### src/rtl/param_traffic_light_controller.sv
// rtl/param_traffic_light_controller.sv - demand-actuated N-phase traffic light controller
//
// Purpose: serves NUM_PHASES light groups in round-robin order, only on demand,
//   resting in green when nobody else is waiting. Green/yellow/all-red durations are
//   counted in ticks of an internal prescaler. All outputs are registered.
// Optional feature: define TLC_PED_EN to add a pedestrian WALK phase (ped_req/ped_walk).
// Ports:
//   clk          - system clock, rising edge
//   reset        - synchronous, active-high
//   phase_req    - per-phase demand, level or single-cycle pulse
//   light        - phase i lamps at light[3i+2:3i]: 100 red, 010 yellow, 001 green
//   active_phase - phase currently owning, or last owning, green
//   ctrl_state   - 00 GREEN, 01 YELLOW, 10 ALL_RED, 11 WALK
//   ped_req      - pedestrian request (TLC_PED_EN only)
//   ped_walk     - walk lamp (TLC_PED_EN only)
module param_traffic_light_controller #(
    parameter int NUM_PHASES = 4,
    parameter int TICK_DIV   = 1,
    parameter int GREEN_T    = 7,
    parameter int YELLOW_T   = 3,
    parameter int ALLRED_T   = 1,
    parameter int PED_T      = 5,
    parameter int CNT_W      = 8,
    localparam int PH_W      = (NUM_PHASES > 2) ? $clog2(NUM_PHASES) : 1
) (
    input  logic                    clk,
    input  logic                    reset,
    input  logic [NUM_PHASES-1:0]   phase_req,
    output logic [3*NUM_PHASES-1:0] light,
    output logic [PH_W-1:0]         active_phase,
    output logic [1:0]              ctrl_state
`ifdef TLC_PED_EN
    ,
    input  logic                    ped_req,
    output logic                    ped_walk
`endif
);

    typedef enum logic [1:0] {
        ST_GREEN   = 2'b00,
        ST_YELLOW  = 2'b01,
        ST_ALL_RED = 2'b10,
        ST_WALK    = 2'b11
    } state_t;

    state_t                    r_state;
    state_t                    w_next_state;
    logic [PH_W-1:0]           r_active;
    logic [PH_W-1:0]           w_next_active;
    logic [NUM_PHASES-1:0]     r_pend;
    logic [NUM_PHASES-1:0]     w_pend_set;
    logic [NUM_PHASES-1:0]     w_pend_clr;
    logic [NUM_PHASES-1:0]     w_active_oh;
    logic [CNT_W-1:0]          r_presc;
    logic [CNT_W-1:0]          r_timer;
    logic [CNT_W-1:0]          w_load;
    logic [3*NUM_PHASES-1:0]   r_light;
    logic [3*NUM_PHASES-1:0]   w_next_light;
    logic                      w_tick;
    logic                      w_expire;
    logic                      w_other_pend;
    logic                      w_state_change;
    logic                      w_ped_req;
    logic                      r_ped_pend;

`ifdef TLC_PED_EN
    assign w_ped_req = ped_req;
`else
    assign w_ped_req = 1'b0;
`endif

    // First pending phase after cur, wrapping; cur itself is checked last so a
    // request that arrived for it outside green re-greens it. No demand -> cur.
    function automatic logic [PH_W-1:0] f_next_phase(input logic [PH_W-1:0]       cur,
                                                     input logic [NUM_PHASES-1:0] pend);
        logic [PH_W-1:0] sel;
        logic [PH_W-1:0] cand;
        logic            found;
        int              idx;
        sel   = cur;
        found = 1'b0;
        for (int k = 1; k <= NUM_PHASES; k++) begin
            idx = int'(cur) + k;
            if (idx >= NUM_PHASES) idx = idx - NUM_PHASES;
            cand = idx[PH_W-1:0];
            if (!found && pend[cand]) begin
                found = 1'b1;
                sel   = cand;
            end
        end
        return sel;
    endfunction

    assign w_tick       = (r_presc == CNT_W'(TICK_DIV - 1));
    assign w_expire     = w_tick && (r_timer == '0);
    assign w_active_oh  = NUM_PHASES'(1) << r_active;
    assign w_other_pend = |(r_pend & ~w_active_oh);

    always_comb begin
        w_next_state  = r_state;
        w_next_active = r_active;
        case (r_state)
            ST_GREEN:   if (w_expire && (w_other_pend || r_ped_pend)) w_next_state = ST_YELLOW;
            ST_YELLOW:  if (w_expire) w_next_state = ST_ALL_RED;
            ST_ALL_RED: begin
                if (w_expire) begin
                    if (r_ped_pend) begin
                        w_next_state = ST_WALK;
                    end else begin
                        w_next_state  = ST_GREEN;
                        w_next_active = f_next_phase(r_active, r_pend);
                    end
                end
            end
            default:    if (w_expire) w_next_state = ST_ALL_RED;
        endcase
    end

    assign w_state_change = (w_next_state != r_state);

    always_comb begin
        w_load = CNT_W'(ALLRED_T - 1);
        case (w_next_state)
            ST_GREEN:  w_load = CNT_W'(GREEN_T - 1);
            ST_YELLOW: w_load = CNT_W'(YELLOW_T - 1);
            ST_WALK:   w_load = CNT_W'(PED_T - 1);
            default:   w_load = CNT_W'(ALLRED_T - 1);
        endcase
    end

    // Requests for the phase already in green are dropped; the green-entry clear
    // is applied after the set so it wins on a same-cycle collision.
    always_comb begin
        w_pend_set = phase_req;
        if (r_state == ST_GREEN) w_pend_set = phase_req & ~w_active_oh;
        w_pend_clr = '0;
        if (w_next_state == ST_GREEN && r_state != ST_GREEN)
            w_pend_clr = NUM_PHASES'(1) << w_next_active;
    end

    always_comb begin
        w_next_light = {NUM_PHASES{3'b100}};
        for (int i = 0; i < NUM_PHASES; i++) begin
            if (w_next_active == PH_W'(i)) begin
                if (w_next_state == ST_GREEN)  w_next_light[3*i +: 3] = 3'b001;
                if (w_next_state == ST_YELLOW) w_next_light[3*i +: 3] = 3'b010;
            end
        end
    end

    always_ff @(posedge clk) begin
        if (reset) begin
            r_state    <= ST_ALL_RED;
            r_active   <= '0;
            r_pend     <= '0;
            r_presc    <= '0;
            r_timer    <= CNT_W'(ALLRED_T - 1);
            r_light    <= {NUM_PHASES{3'b100}};
            r_ped_pend <= 1'b0;
        end else begin
            r_state  <= w_next_state;
            r_active <= w_next_active;
            r_light  <= w_next_light;
            r_pend   <= (r_pend | w_pend_set) & ~w_pend_clr;
            if (w_state_change) begin
                r_presc <= '0;
                r_timer <= w_load;
            end else begin
                r_presc <= w_tick ? '0 : r_presc + CNT_W'(1);
                if (w_tick && r_timer != '0) r_timer <= r_timer - CNT_W'(1);
            end
            if (w_next_state == ST_WALK && r_state != ST_WALK) r_ped_pend <= 1'b0;
            else if (w_ped_req)                                r_ped_pend <= 1'b1;
        end
    end

`ifdef TLC_PED_EN
    logic r_ped_walk;
    always_ff @(posedge clk) begin
        if (reset) r_ped_walk <= 1'b0;
        else       r_ped_walk <= (w_next_state == ST_WALK);
    end
    assign ped_walk = r_ped_walk;
`endif

    assign light        = r_light;
    assign active_phase = r_active;
    assign ctrl_state   = r_state;

endmodule

### config.mk
export PLATFORM = sky130hd
export DESIGN_NAME = param_traffic_light_controller
export DESIGN_NICKNAME = d
export VERILOG_FILES = /design/src/rtl/param_traffic_light_controller.sv
export SDC_FILE = /design/constraint.sdc
export NUM_CORES = 1
export LEC_CHECK = 0
export CAP_MARGIN = 20
export CORE_MARGIN = 2
export CORE_UTILIZATION = 50
export DETAILED_ROUTE_END_ITERATION = 16
export DONT_BUFFER_PORTS = 1
export GPL_ROUTABILITY_DRIVEN = 0
export HOLD_SLACK_MARGIN = 0.08
export PLACE_DENSITY_LB_ADDON = 0.15
export SETUP_SLACK_MARGIN = 0.4
export SLEW_MARGIN = 20
export SYNTH_ARGS = -nofsm -noshare
export SYNTH_HDL_FRONTEND = slang
export SYNTH_SLANG_ARGS = --single-unit
### constraint.sdc
create_clock -name clk -period 3.8 [get_ports clk]
set_clock_uncertainty 0.2 [all_clocks]
set_input_delay 0.57 -clock clk [delete_from_list [all_inputs] [get_ports clk]]
set_output_delay 0.57 -clock clk [all_outputs]
set_load 0.005 [all_outputs]
# [After elaboration in Yosys (flattened, before gate mapping)]
# Index checks and enable logic that the tools add are counted.
[totals] ff_bits=36 inputBits=6
[classes] n_addsub=10 n_lt_le_gt_ge=8 eq_ne=7 shifts=2 mux=46 n_bitwise=10 reduce_logical=24
[ops] op="2-bit 2-to-1 mux" count=21
[ops] op="8-bit zero test" count=2
[ops] op="8-bit 2-to-1 mux" count=2
[ops] op="1-bit 2-to-1 mux" count=13
[ops] op="4-bit bitwise AND" count=3
[ops] op="2-bit by 3-bit less-than comparator with 1-bit output, second input constant" count=4
[ops] op="3-bit >= comparator, second input constant" count=3
[ops] op="3-bit case mux with 3 select lines" count=1
[ops] op="8-bit by 1-bit adder with 8-bit output, second input constant" count=1
[ops] op="1-bit binary-select mux with 2-bit select" count=4
[ops] op="2-bit equality test, second input constant" count=4
[ops] op="4-bit 2-to-1 mux" count=2
[ops] op="4-bit NOT" count=2
[ops] op="8-bit nonzero test" count=1
[ops] op="2-bit OR reduction" count=4
[ops] op="1-bit by 2-bit << shifter with 4-bit output, first input constant" count=2
[ops] op="2-bit by 1-bit subtractor with 2-bit output, second input constant" count=4
[ops] op="8-bit by 1-bit subtractor with 8-bit output, second input constant" count=1
[ops] op="1-bit logical AND" count=7
[ops] op="2-bit by 2-bit adder with 3-bit output, second input constant" count=2
[ops] op="2-bit zero test" count=3
[ops] op="3-bit 2-to-1 mux" count=2
[ops] op="2-bit by 3-bit adder with 4-bit output, second input constant" count=1
[ops] op="2-bit by 1-bit equality test with 1-bit output, second input constant" count=2
[ops] op="10 further kinds" count=16

# [Logic depth before layout (Yosys ltp)]
# Gate-level depths: netlist of run 1.
[logic_depth] word_depth=29 depth_mapped=13

# [Worst setup path after synthesis of run 1]
# No wires, ideal clock.
[synth_timing] kind="register to register" from="reg r_active[0] (netlist: active_phase[0])" to="reg r_light[11] (netlist: light[11])" setup_ns=0.120 arrival_time_ns=2.575 required_ns=3.480 setup_slack_ns=0.905 stages_incl_launch_ff=12 path_buffers=3 path_cell_list="dfxtp_1 buf_4 buf_6 inv_1 ha_1 clkbuf_1 nor2b_1 o211a_1 a211o_1 nor4b_1 o22ai_1 or2_1"
[synth_via] elab_chain_len=28 word_cells_on_any_way=67 classes_between="add/sub: 8; order compare: 4; eq/ne: 2; shift: 1; mux: 39; bitwise: 3; reduce/logical: 10"
[synth_rtl] item="from (decl)" line_no="48" source="logic [PH_W-1:0] r_active;"
[synth_rtl] item="from (signal assigned)" line_no="162" source="r_active <= w_next_active;"
[synth_rtl] item="2-bit by 1-bit adder with 3-bit output" line_no="83" source="idx = int'(cur) + k;"
[synth_rtl] item="3-bit >= comparator or 2-bit by 1-bit subtractor with 2-bit output (tied branches)" line_no="84" source="if (idx >= NUM_PHASES) idx = idx - NUM_PHASES;"
[synth_rtl] item="2-bit 2-to-1 mux" line_no="84"
[synth_rtl] item="2-bit 2-to-1 mux" line_no="106" source="if (w_expire) begin"
[synth_rtl] item="2-bit 2-to-1 mux" line_no="102" source="case (r_state)"
[synth_rtl] item="1-bit binary-select mux with 2-bit select" line_no="86" source="if (!found && pend[cand]) begin"
[synth_rtl] item="1-bit 2-to-1 mux (implied by the code)" line_no="86"
[synth_rtl] item="1-bit 2-to-1 mux" line_no="86"
[synth_rtl] item="[12 not listed]"
[synth_rtl] item="1-bit zero test" line_no="86"
[synth_rtl] item="1-bit logical AND" line_no="86"
[synth_rtl] item="2-bit 2-to-1 mux" line_no="86"
[synth_rtl] item="2-bit 2-to-1 mux" line_no="106"
[synth_rtl] item="2-bit 2-to-1 mux" line_no="102"
[synth_rtl] item="2-bit equality test" line_no="144" source="if (w_next_active == PH_W'(i)) begin"
[synth_rtl] item="1-bit NOT (no source line)"
[synth_rtl] item="2-bit OR reduction (no source line)"
[synth_rtl] item="to (signal assigned)" line_no="158" source="r_light <= {NUM_PHASES{3'b100}};"
[synth_rtl] item="to (signal assigned)" line_no="163" source="r_light <= w_next_light;"
[synth_rtl] item="to (decl)" line_no="57" source="logic [3*NUM_PHASES-1:0] r_light;"
# Several ways; a longest one is shown, not always the timed one. The select of a mux whose other input is x is not followed.
# A chain may end at the register's enable or synchronous reset.

# [Worst setup path after layout of run 1]
[layout_timing] from="reg r_active[1] (netlist: active_phase[1])" to="reg r_pend[2]"
[layout_via] elab_chain_len=29 word_cells_on_any_way=69 classes_between="add/sub: 8; order compare: 4; shift: 2; mux: 39; bitwise: 6; reduce/logical: 10"
[layout_rtl] item="2-bit by 1-bit adder with 3-bit output" line_no="83"
[layout_rtl] item="3-bit >= comparator or 2-bit by 1-bit subtractor with 2-bit output (tied branches)" line_no="84"
[layout_rtl] item="2-bit 2-to-1 mux" line_no="84"
[layout_rtl] item="2-bit 2-to-1 mux" line_no="106"
[layout_rtl] item="2-bit 2-to-1 mux" line_no="102"
[layout_rtl] item="1-bit binary-select mux with 2-bit select" line_no="86"
[layout_rtl] item="1-bit 2-to-1 mux (implied by the code)" line_no="86"
[layout_rtl] item="1-bit 2-to-1 mux" line_no="86"
[layout_rtl] item="[13 not listed]"
[layout_rtl] item="1-bit logical AND" line_no="86"
[layout_rtl] item="2-bit 2-to-1 mux" line_no="86"
[layout_rtl] item="2-bit 2-to-1 mux" line_no="106"
[layout_rtl] item="2-bit 2-to-1 mux" line_no="102"
[layout_rtl] item="1-bit by 2-bit << shifter with 4-bit output" line_no="138" source="w_pend_clr = NUM_PHASES'(1) << w_next_active;"
[layout_rtl] item="4-bit 2-to-1 mux" line_no="137" source="if (w_next_state == ST_GREEN && r_state != ST_GREEN)"
[layout_rtl] item="4-bit NOT" line_no="164" source="r_pend <= (r_pend | w_pend_set) & ~w_pend_clr;"
[layout_rtl] item="4-bit bitwise AND (*)" line_no="164"
[layout_rtl] item="to (signal assigned)" line_no="164"
[layout_rtl] item="to (decl)" line_no="50" source="logic [NUM_PHASES-1:0] r_pend;"
# Mark *: on every way between the ends. The rest lies on a longest branch, timed or not. The select of a mux whose other input is x is not followed.

==> summary.txt, run 1 <==
Status
  – Status: finished clean

Cells and area
  – Ant. Diodes: 0
  – Most frequent cells in the layout: dfxtp_1 (36), nor2_1 (34), inv_1 (16)
  – Filler cell count: 338
  – Area Growth Syn to Fin: 4.91%
  – Nets: 240
  – Layout cells sized above 1: 7.62%
  – Multi-input logic area: 0.00116 mm^2
  – Register area: 721 um^2
  – Leading cell type in the layout, fill and taps excluded: dfxtp_1

Route
  – DR vias/cell: 5.46
  – Detailed Routing Iterations Pass 1: 4
  – DR iter-0 viols: 168
  – DRC Markers: 0
  – Via count: 1490
  – WL/cell: 14.1 um
  – Total wire length: 3860 um
  – ANT nets after route: 0

Logic synthesis
  – EDFF count, synth: 0
  – Synth Flop Type: dfxtp_1
  – Distinct cells, synth: 48
  – Post-synthesis simple-gate area fraction: 25.7%
  – Async set-reset flop share out of synthesis: 0%
  – Synth Area in Compound Gates: 15.5%
  – Synth warn: 0
  – Mux cell area share after synthesis: 3.61%
  – Synthesis-stage register bit count: 36
  – Synth Cell Area: 0.00201 mm^2
  – Syn Nets: 242
  – Avg Cell Area, Syn: 8.94 um^2
  – Area share of fa/ha/maj cells after synthesis: 6.84%
  – Sequential area share after synthesis: 35.8%
  – Synth Area in XOR/XNOR: 6.09%
  – Main combinational cell family by area after synthesis: simple AND/OR/NAND/NOR gates
  – Syn Inst Count: 225

STA
  – Slew @ Worst Pin: 0.555 ns
  – Final Hold Viols: 0
  – Post-route minimum period: 3.16 ns
  – Slew Viols, Final: 0
  – RSZ-0062 raised after global routing: no
  – Fin crit share: 83.2%
  – Max Freq: 316 MHz
  – Setup TNS: 0 ns
  – Slew margin rel.: 63.0%
  – Setup Viol. Count Final: 0

Power and ir drop
  – PwrDens: 844 mW/mm^2
  – Total power: 0.00178 W
  – Peak supply drop: 0.428 mV
  – Cell leakage power: 0.842 nW

Worst setup path
  – CP endpoint kind: flip-flop
  – Slowest CP cell: dfxtp_1
  – Family with the most delay on the worst path: compound AO/OA/AOI/OAI gates
  – Nature of the critical path startpoint: flip-flop
  – Worst EP arrival: 3.14 ns
  – Critical path buffer and inverter count: 1
  – CP cell instances: inv_1 -> ha_1 -> nor2b_1 -> o211a_1 -> a211o_1 -> nor4b_1 -> o22ai_1 -> o21a_1
  – Crit path kind: reg -> reg
  – Largest stage delay on the critical path: 0.61 ns
  – CP Max Fanout: 12
  – CP required: 3.78 ns

Clock network
  – Post-CTS sizing: 0
  – Longest Clk Path Bufs: 2
  – Clock root cell: clkbuf_8
  – Number of CTS-inserted buffers: 5
  – # clock sinks: 36
  – CTS Hold Buffers Added: 0
  – TritonCTS clock tree: done
  – Clock Latency Late Sink: 0.28 ns
  – H-tree depth: 2
  – CTS clock-pin slew for the worst setup and hold paths: 0.07 ns
  – Post-CTS Setup Repair Bufs: 0

Place
  – Port-buffer cells: 0
  – Dpl hpwl: 2890 um

Run
  – Max-cap violations: 0

Floorplan
  – FP Rows: 23
  – Die height: 67.4 um
  – Die Width: 67.4 um
  – Effective utilization at floorplan: 51.0%
  – CORE AREA: 0.00394 mm^2
  – # IOs: 22
  – Die Area: 0.00455 mm^2

GRT
  – Pin count of the biggest net entering global routing: 22
  – Global-route wire length before repair: 6400 um
  – Vias in the first global route: 1423
  – Total track usage: 18.8%
  – Global route overflow: 0
  – Initial antenna violation count: 0

Worst hold path
  – Min-delay worst type: in -> reg
==> synthesized netlist by cell type (2+ instances only) <==
master | instances | area share [%]
a2111oi_4 | 2 | 2.7
a211o_1 | 2 | 0.87
a211oi_1 | 2 | 0.75
a21oi_1 | 7 | 1.7
a22oi_1 | 2 | 0.75
and3_1 | 3 | 0.93
buf_4 | 6 | 2.2
clkbuf_1 | 3 | 0.56
dfxtp_1 | 36 | 36
ha_1 | 11 | 6.8
inv_1 | 16 | 3.0
mux2i_1 | 5 | 2.5
nand2_1 | 13 | 2.4
nand2b_1 | 8 | 2.5
nand3_1 | 7 | 1.7
nand3b_1 | 2 | 0.75
nand4b_1 | 2 | 0.87
nor2_1 | 34 | 6.3
nor2b_1 | 6 | 1.9
nor3_1 | 2 | 0.50
nor3b_1 | 2 | 0.75
nor4_4 | 2 | 2.1
nor4b_1 | 3 | 1.3
o211a_1 | 2 | 1.0
o211ai_1 | 3 | 1.1
o21a_1 | 5 | 1.9
o21ai_0 | 3 | 0.75
o22ai_1 | 3 | 0.93
o2bb2ai_1 | 2 | 0.87
xnor2_1 | 6 | 2.6
xor2_1 | 8 | 3.5
==> per-layer routing <==
layer  wire, um  vias up  GRT usage [%]
li1           -      768              -
met1       1690      692           21.5
met2       1970       22           32.8
met3        135        8           6.00
met4         63        0           6.63
met5          0        -              0
==> cells by family (layout without fill, tap and decap cells) <==
logic type / after synthesis / after routing
flip-flops: 36 / 36
multiplexers: 7 / 7
AND/OR/NAND/NOR: 93 / 93
adder cells (fa/ha/maj): 11 / 11
XOR/XNOR: 14 / 14
buffers and inverters: 26 / 24
AO/OA/AOI/OAI: 38 / 38
==> cell type report <==
class / count / area share [%]
well taps: 50 / 2.96
flip-flops and latches: 36 / 34.1
clock buffers: 7 / 4.56
inverters: 16 / 2.85
multi-input cells: 163 / 55.1
repair buffers: 1 / 0.356
==> where the power goes <==
group / switching, W / internal, W
clock: 0.000126 / 0.000161
combinational: 0.000519 / 0.000398
sequential: 0.000116 / 0.000462
total: 0.000760 / 0.00102
==> flip-flops by register name, indices dropped and copies added (netlist names) <==
name          flops
active_phase      2
ctrl_state        2
light            12
r_pend            4
r_presc           8
r_timer           8
==> stage by stage <==
stage | utilization, % | cells | hold slack [ns] | setup slack (ns) | cell area, um^2
after floorplan | - | 225 | 0.249 | 0.905 | 2010
after global placement | 51.1 | 266 | 0.274 | 0.826 | 2010
after detailed placement | 51.1 | 266 | 0.283 | 0.696 | 2010
after CTS | 53.5 | 273 | 0.145 | 0.679 | 2110
after global routing | 53.5 | 273 | 0.133 | 0.427 | 2110
final | 53.5 | 273 | 0.151 | 0.637 | 2110
==> path summary, 6_finish.rpt <==
check,start,endpoint,slack [ns],depth (start not counted)
worst max-delay path,active_phase[1],r_pend[2],0.64,8
worst min-delay path,reset,active_phase[1],0.15,1
worst max register to register,active_phase[1],r_pend[2],0.64,8
worst min register to register,r_presc[0],r_presc[0],0.29,1
No activity file was read; power rests on OpenSTA's default activity.
==> run 2, diff against run 1 <==
clock period = 3 ns   (was 3.8 ns; I/O delays follow)
==> run 2 against run 1 <==
Against the previous run: clock power up 31%; largest cell class unchanged; cell area up 12%; flip-flop and latch count unchanged; maximum frequency up 26%; die area unchanged; via count up 5.5%; utilization up 6.3 points; global-route usage up 0.96 points; sequential power up 33%; critical path type unchanged; hold slack worse by 0.075 ns; setup slack worse by 0.15 ns.
==> summary.txt, run 2 (synthesized netlist as in run 1, its figures left out) <==
Status
  – Status: finished clean

Place
  – Dpl ws: 0.252 ns (-0.444 ns)
  – Port-buffer cells: 0 (unchanged)
  – Dpl hpwl: 2880 um (-0.36%)
  – Area post-placement: 0.00205 mm^2 (+1.8%)

GRT
  – Pin count of the biggest net entering global routing: 15 (-32%)
  – Vias in the first global route: 1442 (+1.3%)
  – Initial antenna violation count: 0 (unchanged)
  – Total track usage: 19.8% (+0.96 points)
  – Global route overflow: 0 (unchanged)
  – Global-route wire length before repair: 6670 um (+4.1%)

Route
  – Total wire length: 4240 um (+9.9%)
  – DRC Markers: 0 (unchanged)
  – Detailed Routing Iterations Pass 1: 4 (unchanged)
  – WL/cell: 14.9 um (+5.3%)
  – DR vias/cell: 5.52 (+1.1%)
  – ANT nets after route: 0 (unchanged)
  – DR iter-0 viols: 48 (-71%)
  – Via count: 1572 (+5.5%)

Floorplan
  – Die height: 67.4 um (unchanged)
  – Die Width: 67.4 um (unchanged)
  – Die Area: 0.00455 mm^2 (unchanged)
  – # IOs: 22 (unchanged)
  – Effective utilization at floorplan: 51.0% (unchanged)
  – FP Rows: 23 (unchanged)
  – CORE AREA: 0.00394 mm^2 (unchanged)

Clock network
  – Clock root cell: clkbuf_8
  – Clock Latency Late Sink: 0.29 ns (about the same)
  – # clock sinks: 36 (unchanged)
  – CTS clock-pin slew for the worst setup and hold paths: 0.08 ns (about the same)
  – Number of CTS-inserted buffers: 5 (unchanged)
  – TritonCTS clock tree: done
  – Longest Clk Path Bufs: 2 (unchanged)
  – H-tree depth: 2 (unchanged)

Cells and area
  – Layout cells sized above 1: 22.1% (+15 points)
  – Area Growth Syn to Fin: 17.3%
  – Most frequent cells in the layout: nor2_1 (34), dfxtp_1 (29), inv_1 (14)
  – Util after Layout: 59.9% (+6.3 points)
  – Cell area after layout: 0.00236 mm^2 (+12%)
  – Leading cell type in the layout, fill and taps excluded: nor2_1
  – Ant. Diodes: 0 (unchanged)
  – Max reg flops: 12 (unchanged)
  – Nets: 252 (+5.0%)

STA
  – Slew margin rel.: 62.3% (-0.69 points)
  – Slew Viols, Final: 0 (unchanged)
  – Setup TNS: 0 ns (unchanged)
  – Post-route minimum period: 2.51 ns (-0.652 ns)
  – Final Hold Viols: 0 (unchanged)
  – Slew @ Worst Pin: 0.562 ns (+0.00784 ns)
  – Max Freq: 398 MHz (+26%)
  – RSZ-0062 raised after global routing: no
  – Setup Viol. Count Final: 0 (unchanged)
  – Fin crit share: 83.7% (+0.46 points)
  – Fin worst setup slack: 0.489 ns (-0.148 ns)

Worst setup path
  – CP Max Fanout: 10 (-2)
  – Crit path kind: reg -> reg
  – CP required: 2.99 ns (-0.79 ns)
  – Nature of the critical path startpoint: flip-flop
  – CP endpoint kind: flip-flop
  – Worst EP arrival: 2.50 ns (-0.64 ns)

Power and ir drop
  – Total power: 0.00265 W (+48%)
  – Cell leakage power: 0.928 nW (+10%)
  – Peak supply drop: 0.424 mV (-0.96%)
  – PwrDens: 1120 mW/mm^2 (+33%)

Worst hold path
  – Min-delay worst type: in -> reg

Run
  – Max-cap violations: 0 (unchanged)
## run 2: cell count changes in the layout (fill, tap and decap cells not counted), sizes merged
cell	delta
buf	+11
dlygate4sd3	+1
## run 2: worst max-delay path, stage by stage, from the launching register on
cell and delay (ns):
dfxtp_4 0.41, or3b_4 0.40, a2111oi_4 0.35, a2111oi_4 0.13, buf_4 0.18, buf_4 0.13, o21ai_0 0.23, o22ai_2 0.16
o21a_1 0.21
## run 2: worst paths after layout
check                  start         end  slack, ns  cells past startpoint
setup / recovery   r_pend[2]   r_pend[2]       0.49                      8
hold / removal         reset    light[8]       0.08                      2
setup reg to reg   r_pend[2]   r_pend[2]       0.49                      8
hold reg to reg   r_presc[0]  r_presc[0]       0.27                      1
## run 2: timing repair
item / in CTS / in global routing
hold buffers: 1 / 0
setup buffers: 5 / 5
resized for setup: 2 / 28
pin swaps: 2 / 6
hold endpoints to repair: 7 / 0
setup endpoints to repair: 14 / 17
## run 2: per-stage QoR
stage | instances | hold WS, ns
finish | 285 | 0.0762
global route | 285 | 0.0810
detailed placement | 267 | 0.302
global placement | 267 | 0.272
CTS | 280 | 0.101
floorplan | 225 | 0.249
## run 2: report_power, final
group | internal [W] | switching [W]
combinational | 0.000726 | 0.000775
sequential | 0.000596 | 0.000171
clock | 0.000205 | 0.000172
## run 2: area by class of cell
cell class                 count  area (um^2)
sequential                    36          737
fill                         335         1580
inverter                      16         62.6
multi-input combinational    163         1300
tap                           50         62.6
timing repair buffer          13          100
clock buffer                   7         96.3
## run 2: metal layers
metal,GRT usage (%),up-vias,part of all wire (%)
li1,-,793,-
met1,25.3,742,47
met2,31.2,32,48
met3,6.17,5,4.2
met4,7.14,0,1.1
met5,0,-,0
==> run 3, diff against run 2 <==
clock period = 2.33 ns   (was 3 ns; I/O delays follow)
==> run 3 against run 2 <==
Against the previous run: highest routed layer unchanged; setup slack worse by 0.67 ns; critical endpoint unchanged; cell count is 13% higher; flip-flop and latch count stayed put; global-route usage is 4.6 points higher; power is 54% higher; cell area is 18% higher; the run now ends with setup timing left; largest cell class unchanged; die area stayed put; count of clock-buffer cells in the layout is 1 lower; clock power is 20% higher.
==> summary.txt, run 3 (synthesized netlist as in run 1, its figures left out) <==
Power and ir drop
  – Clk network pwr share: 11.1% (-3.1 points)
  – Switching share of power: 41.7% (-0.59 points)
  – Reg power frac: 22.8% (-6.2 points)
  – PwrDens: 1460 mW/mm^2 (+30%)
  – Cell leakage power: 1.14 nW (+23%)
  – Int Pwr: 0.00237 W (+55%)
  – Combinational power share: 66.1% (+9.4 points)
  – Total power: 0.00406 W (+54%)
  – Sw Pwr: 0.00169 W (+51%)
  – Peak supply drop: 0.575 mV (+36%)

Clock network
  – Number of CTS-inserted buffers: 5 (unchanged)
  – CTS clock-pin slew for the worst setup and hold paths: 0.08 ns (about the same)
  – TritonCTS clock tree: done
  – Clock root cell: clkbuf_8
  – # clock sinks: 36 (unchanged)
  – H-tree depth: 2 (unchanged)
  – Clock Latency Late Sink: 0.29 ns (about the same)
  – Longest Clk Path Bufs: 2 (unchanged)

STA
  – Max Freq: 398 MHz (-0.14%)
  – Fin crit share: 108% (+24 points)
  – Final Hold Viols: 0 (unchanged)
  – Slew margin rel.: 57.3% (-5.0 points)
  – Post-route minimum period: 2.51 ns (+0.00340 ns)
  – Slew @ Worst Pin: 0.638 ns (+0.0759 ns)
  – Setup Viol. Count Final: 17 (+17)
  – RSZ-0062 raised after global routing: yes
  – Slew Viols, Final: 0 (unchanged)
  – Worst hold slack: 0.111 ns (+0.0345 ns)
  – Fin worst setup slack: -0.185 ns (-0.673 ns)

Place
  – Dpl hpwl: 3410 um (+18%)
  – Inst Count DP: 305 (+14%)
  – Port-buffer cells: 0 (unchanged)

Run
  – Max-cap violations: 0 (unchanged)

Floorplan
  – CORE AREA: 0.00394 mm^2 (unchanged)
  – Effective utilization at floorplan: 51.0% (unchanged)
  – # IOs: 22 (unchanged)
  – FP Rows: 23 (unchanged)
  – Die height: 67.4 um (unchanged)
  – Die Area: 0.00455 mm^2 (unchanged)
  – Die Width: 67.4 um (unchanged)

Status
  – Failing checks: setup timing
  – Status: complete, but fails checks

Worst setup path
  – Crit path kind: reg -> reg
  – Nature of the critical path startpoint: flip-flop
  – CP required: 2.32 ns (-0.67 ns)
  – CP endpoint kind: flip-flop
  – Worst EP arrival: 2.50 ns (about the same)
  – CP Max Fanout: 6 (-4)

GRT
  – Global-route wire length before repair: 8270 um (+24%)
  – Global route overflow: 0 (unchanged)
  – Total track usage: 24.4% (+4.6 points)
  – Pin count of the biggest net entering global routing: 13 (-2)
  – Vias in the first global route: 1752 (+21%)
  – Initial antenna violation count: 0 (unchanged)

Cells and area
  – Layout cells sized above 1: 40.4% (+18 points)
  – Area Growth Syn to Fin: 38.1%
  – Max reg flops: 12 (unchanged)
  – Leading cell type in the layout, fill and taps excluded: buf_4
  – Nets: 288 (+14%)
  – Layout Cells excl Fill: 322 (+13%)
  – Ant. Diodes: 0 (unchanged)
  – Most frequent cells in the layout: buf_4 (41), nor2_1 (30), dfxtp_1 (30)

Worst hold path
  – Min-delay worst type: in -> reg

Route
  – ANT nets after route: 0 (unchanged)
  – Total wire length: 5040 um (+19%)
  – Via count: 1767 (+12%)
  – WL/cell: 15.6 um (+5.0%)
  – DRC Markers: 0 (unchanged)
  – DR iter-0 viols: 80 (+67%)
  – DR vias/cell: 5.49 (-0.51%)
  – Detailed Routing Iterations Pass 1: 4 (unchanged)
run 3: cell types whose count changed in the layout (fill, tap and decap cells not counted), moves of 3 or more:
cell	change
inv_2	+3
buf_6	+6
nor2_2	+3
buf_4	+29
nor2_1	-4
inv_1	-4
run 3: repair_timing:
action,CTS,global route
hold buffers,1,0
buffers inserted,5,3
gates resized for setup,36,20
pin swaps,13,8
setup endpoints to repair,28,28
hold endpoints to repair,17,0
run 3: final timing paths:
check	startpoint	endpoint	slack (ns)	depth (start not counted)
worst max-delay path	active_phase[1]	r_pend[2]	-0.18	9
worst min-delay path	phase_req[0]	r_pend[0]	0.11	2
worst max register to register	active_phase[1]	r_pend[2]	-0.18	9
worst min register to register	r_presc[0]	r_presc[0]	0.35	2
run 3: layout make-up:
type | count | area (um^2)
Clock inverter | 2 | 10.0
Clock buffer | 6 | 82.6
Inverter | 16 | 71.3
Tap cell | 50 | 62.6
Sequential cell | 36 | 736
Timing Repair Buffer | 49 | 405
Fill cell | 294 | 1160
Multi-Input combinational cell | 163 | 1410
run 3: power groups by stage:
stage / clock network (W) / registers, W / logic [W]
after CTS: 0.000465 / 0.000915 / 0.00244
after global routing: 0.000487 / 0.000942 / 0.00291
after global placement: 0 / 0.000900 / 0.00199
final: 0.000453 / 0.000926 / 0.00268
after floorplan: 0 / 0.000878 / 0.00147
after detailed placement: 0 / 0.000907 / 0.00206
run 3: critical path, stage by stage, from the launching register on:
cell	delay [ns]
dfxtp_4	0.38
clkinvlp_4	0.12
ha_4	0.33
nor2b_2	0.05
o211a_1	0.22
a211o_4	0.36
nor4b_4	0.32
o22ai_1	0.12
buf_4	0.16
o21a_1	0.16
run 3: routing by layer:
| metal | track usage, % | vias to the layer above | wire (um) |
|---|---|---|---|
| li1 | - | 864 | - |
| met5 | 0 | - | 0 |
| met4 | 7.65 | 0 | 121 |
| met2 | 43.2 | 59 | 2600 |
| met1 | 29.1 | 829 | 2090 |
| met3 | 5.50 | 15 | 224 |
run 3: through the flow:
| step | cell area [um^2] | setup slack (ns) | TNS, ns | utilization [%] |
|---|---|---|---|---|
| after global routing | 2780 | -0.294 | -3.47 | 70.5 |
| after detailed placement | 2370 | -0.272 | -2.30 | 60.1 |
| after floorplan | 2100 | -0.248 | -2.42 | - |
| final | 2780 | -0.185 | -1.86 | 70.5 |
| after CTS | 2660 | -0.126 | -0.789 | 67.4 |
| after global placement | 2370 | -0.205 | -1.22 | 60.1 |
